===== config.mk =====
export PLATFORM = sky130hd
export DESIGN_NAME = mult8x8_seq_flat
export DESIGN_NICKNAME = d
export VERILOG_FILES = /design/src/rtl/mult_pkg.sv /design/src/rtl/mult8x8_seq_if.sv /design/src/rtl/mult4x4.sv /design/src/rtl/mult8x8_seq.sv /design/src/flat_wrapper.sv
export SDC_FILE = /design/constraint.sdc
export NUM_CORES = 1
export LEC_CHECK = 0
export BUFFER_PORTS_ARGS = -buffer_cell sky130_fd_sc_hd__buf_2
export CORE_MARGIN = 2
export CORE_UTILIZATION = 52
export DETAILED_ROUTE_END_ITERATION = 16
export GPL_TIMING_DRIVEN = 1
export PLACE_DENSITY = 0.87
export SLEW_MARGIN = 20
export SYNTH_ARGS = -nofsm -noshare
export SYNTH_HDL_FRONTEND = slang
export SYNTH_SLANG_ARGS = --single-unit

===== constraint.sdc =====
create_clock -name clk -period 5.1 [get_ports clk]
set_clock_uncertainty 0.2 [all_clocks]
set_input_delay 0.765 -clock clk [delete_from_list [all_inputs] [get_ports clk]]
set_output_delay 0.765 -clock clk [all_outputs]
set_load 0.03 [all_outputs]

===== src/rtl/mult_pkg.sv =====
// Shared constants for the sequential 8x8 multiplier:
// state encoding, step codes and datapath widths.
package mult_pkg;

  localparam int OP_W   = 8;
  localparam int NIB_W  = 4;
  localparam int PROD_W = 16;

  localparam logic [1:0] S_IDLE = 2'd0;
  localparam logic [1:0] S_CALC = 2'd1;
  localparam logic [1:0] S_DONE = 2'd2;

  localparam logic [2:0] CODE_IDLE = 3'b100;
  localparam logic [2:0] CODE_DONE = 3'b101;

  function automatic logic [2:0] step_code(
    input logic [1:0] st,
    input logic [1:0] cnt
  );
    logic [2:0] c;
    c = CODE_IDLE;
    unique case (1'b1)
      (st == S_CALC): c = {1'b0, cnt};
      (st == S_DONE): c = CODE_DONE;
      default:        c = CODE_IDLE;
    endcase
    return c;
  endfunction

endpackage


===== src/rtl/mult8x8_seq_if.sv =====
// Handshake and data bundle between the datapath master
// and the sequential multiplier.
interface mult8x8_seq_if;
  import mult_pkg::*;

  logic              start;
  logic [OP_W-1:0]   a;
  logic [OP_W-1:0]   b;
  logic [PROD_W-1:0] product;
  logic              done;
  logic              busy;
  logic [2:0]        binary;

  modport master (
    output start, a, b,
    input  product, done, busy, binary
  );

  modport slave (
    input  start, a, b,
    output product, done, busy, binary
  );
endinterface


===== src/rtl/mult4x4.sv =====
// Combinational 4x4 -> 8 unsigned multiplier, one
// partial product per compute step.
module mult4x4
  import mult_pkg::*;
(
  input  logic [NIB_W-1:0]   x,
  input  logic [NIB_W-1:0]   y,
  output logic [2*NIB_W-1:0] p
);
  assign p = {4'h0, x} * {4'h0, y};
endmodule


===== src/rtl/mult8x8_seq.sv =====
// Sequential 8x8 unsigned multiplier: four 4x4 partial
// products accumulated over four CALC cycles.
module mult8x8_seq
  import mult_pkg::*;
(
  input  logic         clk,
  input  logic         rst_n,
  mult8x8_seq_if.slave bus
);

  logic [1:0]        state;
  logic [1:0]        cnt;
  logic [OP_W-1:0]   a_q;
  logic [OP_W-1:0]   b_q;
  logic [PROD_W-1:0] acc;

  logic [NIB_W-1:0]   nib_a;
  logic [NIB_W-1:0]   nib_b;
  logic [2*NIB_W-1:0] pp;
  logic [3:0]         sh;
  logic [PROD_W-1:0]  pp_sh;

  // cnt[0] picks the high nibble of a, cnt[1] that of b
  assign nib_a = cnt[0] ? a_q[7:4] : a_q[3:0];
  assign nib_b = cnt[1] ? b_q[7:4] : b_q[3:0];

  mult4x4 u_pp (
    .x (nib_a),
    .y (nib_b),
    .p (pp)
  );

  always_comb begin
    sh = 4'd0;
    unique case (1'b1)
      (cnt == 2'd0): sh = 4'd0;
      (cnt == 2'd3): sh = 4'd8;
      default:       sh = 4'd4;
    endcase
  end

  assign pp_sh = {8'h00, pp} << sh;

  always_ff @(posedge clk or negedge rst_n) begin
    if (!rst_n) begin
      state <= S_IDLE;
      cnt   <= 2'd0;
      a_q   <= '0;
      b_q   <= '0;
      acc   <= '0;
    end else begin
      unique case (1'b1)
        (state == S_CALC): begin
          acc <= acc + pp_sh;
          cnt <= cnt + 2'd1;
          if (cnt == 2'd3)
            state <= S_DONE;
        end
        default: begin
          if (bus.start) begin
            a_q   <= bus.a;
            b_q   <= bus.b;
            acc   <= '0;
            cnt   <= 2'd0;
            state <= S_CALC;
          end
        end
      endcase
    end
  end

  assign bus.product = acc;
  assign bus.done    = (state == S_DONE);
  assign bus.busy    = (state == S_CALC);
  assign bus.binary  = step_code(state, cnt);

endmodule


===== src/flat_wrapper.sv =====
// flat-port wrapper written by rule: the top's interface ports become plain ports
module mult8x8_seq_flat import mult_pkg::*;
  (clk, rst_n, bus_start, bus_a, bus_b, bus_product, bus_done, bus_busy, bus_binary);
  mult8x8_seq_if bus_i ();
  input  logic clk;
  input  logic rst_n;
  input wire logic [$bits(bus_i.start)-1:0] bus_start;
  input wire logic [$bits(bus_i.a)-1:0] bus_a;
  input wire logic [$bits(bus_i.b)-1:0] bus_b;
  output wire logic [$bits(bus_i.product)-1:0] bus_product;
  output wire logic [$bits(bus_i.done)-1:0] bus_done;
  output wire logic [$bits(bus_i.busy)-1:0] bus_busy;
  output wire logic [$bits(bus_i.binary)-1:0] bus_binary;
  assign bus_i.start = bus_start;
  assign bus_i.a = bus_a;
  assign bus_i.b = bus_b;
  assign bus_product = bus_i.product;
  assign bus_done = bus_i.done;
  assign bus_busy = bus_i.busy;
  assign bus_binary = bus_i.binary;
  mult8x8_seq u_core (.clk(clk), .rst_n(rst_n), .bus(bus_i));
endmodule

Word level (Yosys, flattened, before mapping):

Index checks and enable logic that the tools add are counted.

* shift operators: 1
* equal/unequal tests: 4
* multiplexer cells: 11
* $add $sub $neg: 2
* div/mod/pow operators: 0
* bitwise operators: 1
* $lt $le $gt $ge: 0
* multipliers: 1
* reduce and logical (&&, ||, !) cells: 4

Operator list (count)
* 16-bit 2-to-1 mux: 2
* 16-bit adder: 1
* 8-bit by 4-bit left shift with 16-bit output: 1
* 2-bit 2-to-1 mux: 5
* 4-bit by 4-bit multiplier with 8-bit output: 1
* 4-bit 2-to-1 mux: 2
* 4-bit case mux with 2 select lines: 1
* 3-bit case mux with 2 select lines: 1
* 2-bit == test (second input constant): 2
* 2-bit AND reduction: 2
* 2-bit by 1-bit adder with 2-bit output (second input constant): 1
* 2-bit by 1-bit == test with 1-bit output (second input constant): 1
* 2-bit zero test: 1
* 2-bit by 1-bit != test with 1-bit output (second input constant): 1
* 2-bit nonzero test: 1
* 1-bit inverter: 1

* memories: 0
* memory bits (writable): 0
* word-level logic and storage cells: 29
* ROM bits: 0
* latch bits: 0
* register bits after elaboration: 36
* output and inout bits: 21
* bits of input ports: 19

Logic depth before layout (Yosys ltp):

* depth after elaboration: 5
* mapped depth: 21
* gate-level depth less buffers: 20

Cells and area by module:

From an unflattened synthesis, not the netlist that was laid out.

* cells, all modules: 292
* area, all modules: 2894.0 um2

By module, submodules not included
* mult8x8_seq: sequential area each 900.9 um2, times used 1, area an instance 2448.6 um2, cells an instance 241
* mult4x4: sequential area each 0.0 um2, times used 1, area an instance 445.4 um2, cells an instance 51

Worst setup path after synthesis:

No wires, ideal clock.

* kind: flip-flop to flip-flop
* start point: register u_core.cnt[0]
* end point: register u_core.acc[13] (netlist: u_core.bus.product[13])
* buffers on the path: 1
* clock period less this slack: 5.249 ns
* data arrival time: 4.924 ns
* path slack: -0.149 ns
* library setup time: 0.126 ns
* cell stages (with the launch flop): 21
* required time: 4.774 ns
* cells stage by stage: dfrtp_1 -> clkbuf_1 -> mux2i_1 -> or2_2 -> fa_1 -> inv_1 -> fa_1 -> ha_1 -> a21o_1 -> a221o_1 -> nor2_1 -> xor2_1 -> mux2_2 -> nor2_1 -> ha_1 -> o21ai_1 -> or2_1 -> o31a_1 -> a211oi_2 -> mux2i_1 -> a221o_1

* cells in the longest elaborated chain, start to end: 5
* elaborated cells on any way between the ends: 8
* classes of those cells: add/sub: 1; mul: 1; eq/ne: 1; shift: 1; mux: 3; reduce/logical: 1

RTL lines
* start: declaration: line mult8x8_seq.sv:12 `logic [1:0] cnt;`
* start signal: assignment: line mult8x8_seq.sv:55 `cnt <= cnt + 2'd1;`
* 4-bit 2-to-1 mux, or another cell as far along: line mult8x8_seq.sv:24 `assign nib_a = cnt[0] ? a_q[7:4] : a_q[3:0];`
* 4-bit by 4-bit multiplier with 8-bit output or 4-bit case mux with 2 select lines (tied branches): line mult4x4.sv:10, mult8x8_seq.sv:35
* 8-bit by 4-bit left shift with 16-bit output *: line mult8x8_seq.sv:42 `assign pp_sh = {8'h00, pp} << sh;`
* 16-bit adder *: line mult8x8_seq.sv:54 `acc <= acc + pp_sh;`
* 16-bit 2-to-1 mux *: line mult8x8_seq.sv:52 `unique case (1'b1)`
* end signal: assignment: line mult8x8_seq.sv:54
* end: declaration: line mult8x8_seq.sv:15 `logic [PROD_W-1:0] acc;`

Mark *: on every way between the ends. The rest lies on a longest branch, timed or not.
A chain may end at the register's enable or synchronous reset.

Worst setup path in the final report:

Ends and elaborated chain as after synthesis.

==> out/qor.yml <==
pin_count: 40
place_area_um2: 3260
crit_fanout: 4
clock_path_buffers: 2
finalCriticalPeriod_ps: 5480
num_antenna_cells: 0
ys_seq_area_share_pct: 31.9
antenna_found_initial: 0
synth_fa_ha_area_share_pct: 17.3
slew_violations: 0
drt_iter0_markers: 284
async_flop_share_pct: 100
finalInstanceArea_um2: 3630
synth_flop_cell: "dfrtp_1"
ys_types: 43
setup_viol: 8
fmax_mhz: 182
synth_compound_area_share_pct: 19.4
n_fill_cell: 340
core_region_area_um2: 5170
startpoint_type: "flip-flop"
fin_ws_ps: -384
wl_um: 8800
num_rows: 26
hp-class: "reg -> reg"
post-place-ws_ps: -217
mostFrequentLayoutCells: "buf_2, buf_4, dfrtp_1, ha_1, nor2_1"
grt_pass1_vias: 2534
io_buffers: 39
violations: "setup timing"
arrival_ps: 5480
final_hold_viol_count: 0
track_usage_pct: 25.6
rsz0062_at_grt: "yes"
cts_hold_buf: 0
clkLatencyLatePin_ps: 310
synthesis.area_um2: 2820
detail_route.wl_per_cell_um: 20.0
yosys.area.top_type_share_pct: 31.9
syn-num-nets: 355
antenna_left: 0
die_area_um2: 6030
crit_path_end_kind: "flip-flop"
ys_ff_latch: 36
drc: 0
outcome: "finished, violations left"
cts_root_buffer: "clkbuf_8"
grt_overflow: 0
grt_max_degree: 37
synthMuxAreaShare_pct: 11.4
drive_gt1_share_pct: 37.6
yosys_warnings: 0
worst_pin_slew_ps: 843
cts_buffers: 5
htreeDepth: 2
cts_tree: "yes"
synth_edf_count: 0
via_count: 2789
cp.required_ps: 5100
syn_avg_cell_area_um2: 9.40
gp_congestion: 0.907
postSynthCellCount: 300
cap_violations: 0
synth_top_family_by_area: "compound AO/OA/AOI/OAI gates"
synth_area_leaders: "dfrtp_1, ha_1, mux2_2, mux2i_1, nor2_1"
final_common_cell: "buf_2"
layout-area-overhead-vs-synth_pct: 28.7
grt_pass1_wl_um: 12200
dp_hpwl_um: 5010
synthSimpleGateAreaFrac_pct: 12.5
clock-sinks: 36
dieHeight_um: 77.6
slew_headroom_pct: 43.8
fin_crit_sh_pct: 108
clk_pin_slew_worst_paths_ps: 90
first_pass_iters: 7
path_class: "reg -> reg"
yosysTopAreaCell: "dfrtp_1"
fin_nets: 424
start_util_pct: 54.5
die_w_um: 77.6
vias_per_cell: 6.34
synthXorXnorAreaFrac_pct: 3.73
==> final timing paths <==
check	startpoint	to	slack [ps]	cells past startpoint
hold reg to reg	u_core.a_q[3]	u_core.a_q[3]	310	1
hold / removal	u_core.a_q[3]	u_core.a_q[3]	310	1
min in group asynchronous	rst_n	u_core.bus.product[14]	350	1
setup reg to reg	u_core.cnt[0]	u_core.bus.product[13]	-380	19
setup / recovery	u_core.cnt[0]	u_core.bus.product[13]	-380	19
max in group asynchronous	rst_n	u_core.cnt[1]	3770	1
==> stage by stage <==
stage / std cells / util [%] / hold WS (ps) / TNS (ps)
global route: 440 / 70.2 / 332 / -2560
CTS: 434 / 66.7 / 314 / -577
floorplan: 300 / - / 269 / 0
global placement: 423 / 62.9 / 290 / 0
detailed placement: 423 / 62.9 / 297 / -844
finish: 440 / 70.2 / 313 / -2150
==> kinds of logic (layout without fill, tap and decap cells) <==
family | Yosys count | after routing
AND/OR/NAND/NOR | 77 | 77
XOR/XNOR | 12 | 12
flip-flops | 36 | 36
multiplexers | 30 | 30
adder cells (fa/ha/maj) | 36 | 36
buffers and inverters | 28 | 98
AO/OA/AOI/OAI | 81 | 81
==> synthesized netlist by cell type (all sizes together), types with 4 or more instances <==
cell,instances
a211oi,5
a21o,10
a21oi,15
clkbuf,10
dfrtp,36
fa,5
ha,31
inv,17
mux2,18
mux2i,12
nand2,20
nand2b,4
nor2,27
nor2b,4
nor3,8
o21ai,22
o21bai,5
or2,5
xnor2,5
xor2,7
==> layout make-up <==
type                    instances  area, um^2  area share, %
clock buffers                   5        68.8           1.90
flip-flops and latches         36         903           24.9
inverters                      17        63.8           1.76
clock inverters                 3        23.8          0.655
well taps                      70        87.6           2.41
repair buffers                 73         450           12.4
multi-input cells             236        2030           56.0
==> worst max-delay path: stages, from the launching register on <==
cell      delay (ps)
dfrtp_2          470
mux2i_2          180
or2_4            250
fa_1             560
inv_2             50
fa_1             500
ha_1             300
a21o_1           200
a221o_1          370
nor2_2           130
xor2_1           250
mux2_4           230
nor2_4            40
ha_4             320
o21ai_2           70
or2_4            270
o31a_1           270
a211oi_2         300
mux2i_1          120
a221o_1          270
==> state kept, by name, indices dropped and copies added (netlist names) <==
name / count
u_core.bus.product: 16
u_core.a_q: 8
u_core.b_q: 8
u_core.cnt: 2
u_core.state: 2
==> routing by layer <==
layer  GRT usage, %  wire (um)
met1           33.7       3470
met2           40.7       4140
met3           4.88        731
met4           11.6        454
met5              0          0
==> repair_timing <==
item                       CTS  global route
pin swaps                   12            18
gates resized for setup     19            30
setup endpoints to repair    6             9
hold endpoints to repair     0             0
setup buffers                3             7
Power is left out: the tool's default activity adds up to more than one toggle a clock period on the data nets, which glitch-free logic cannot reach.
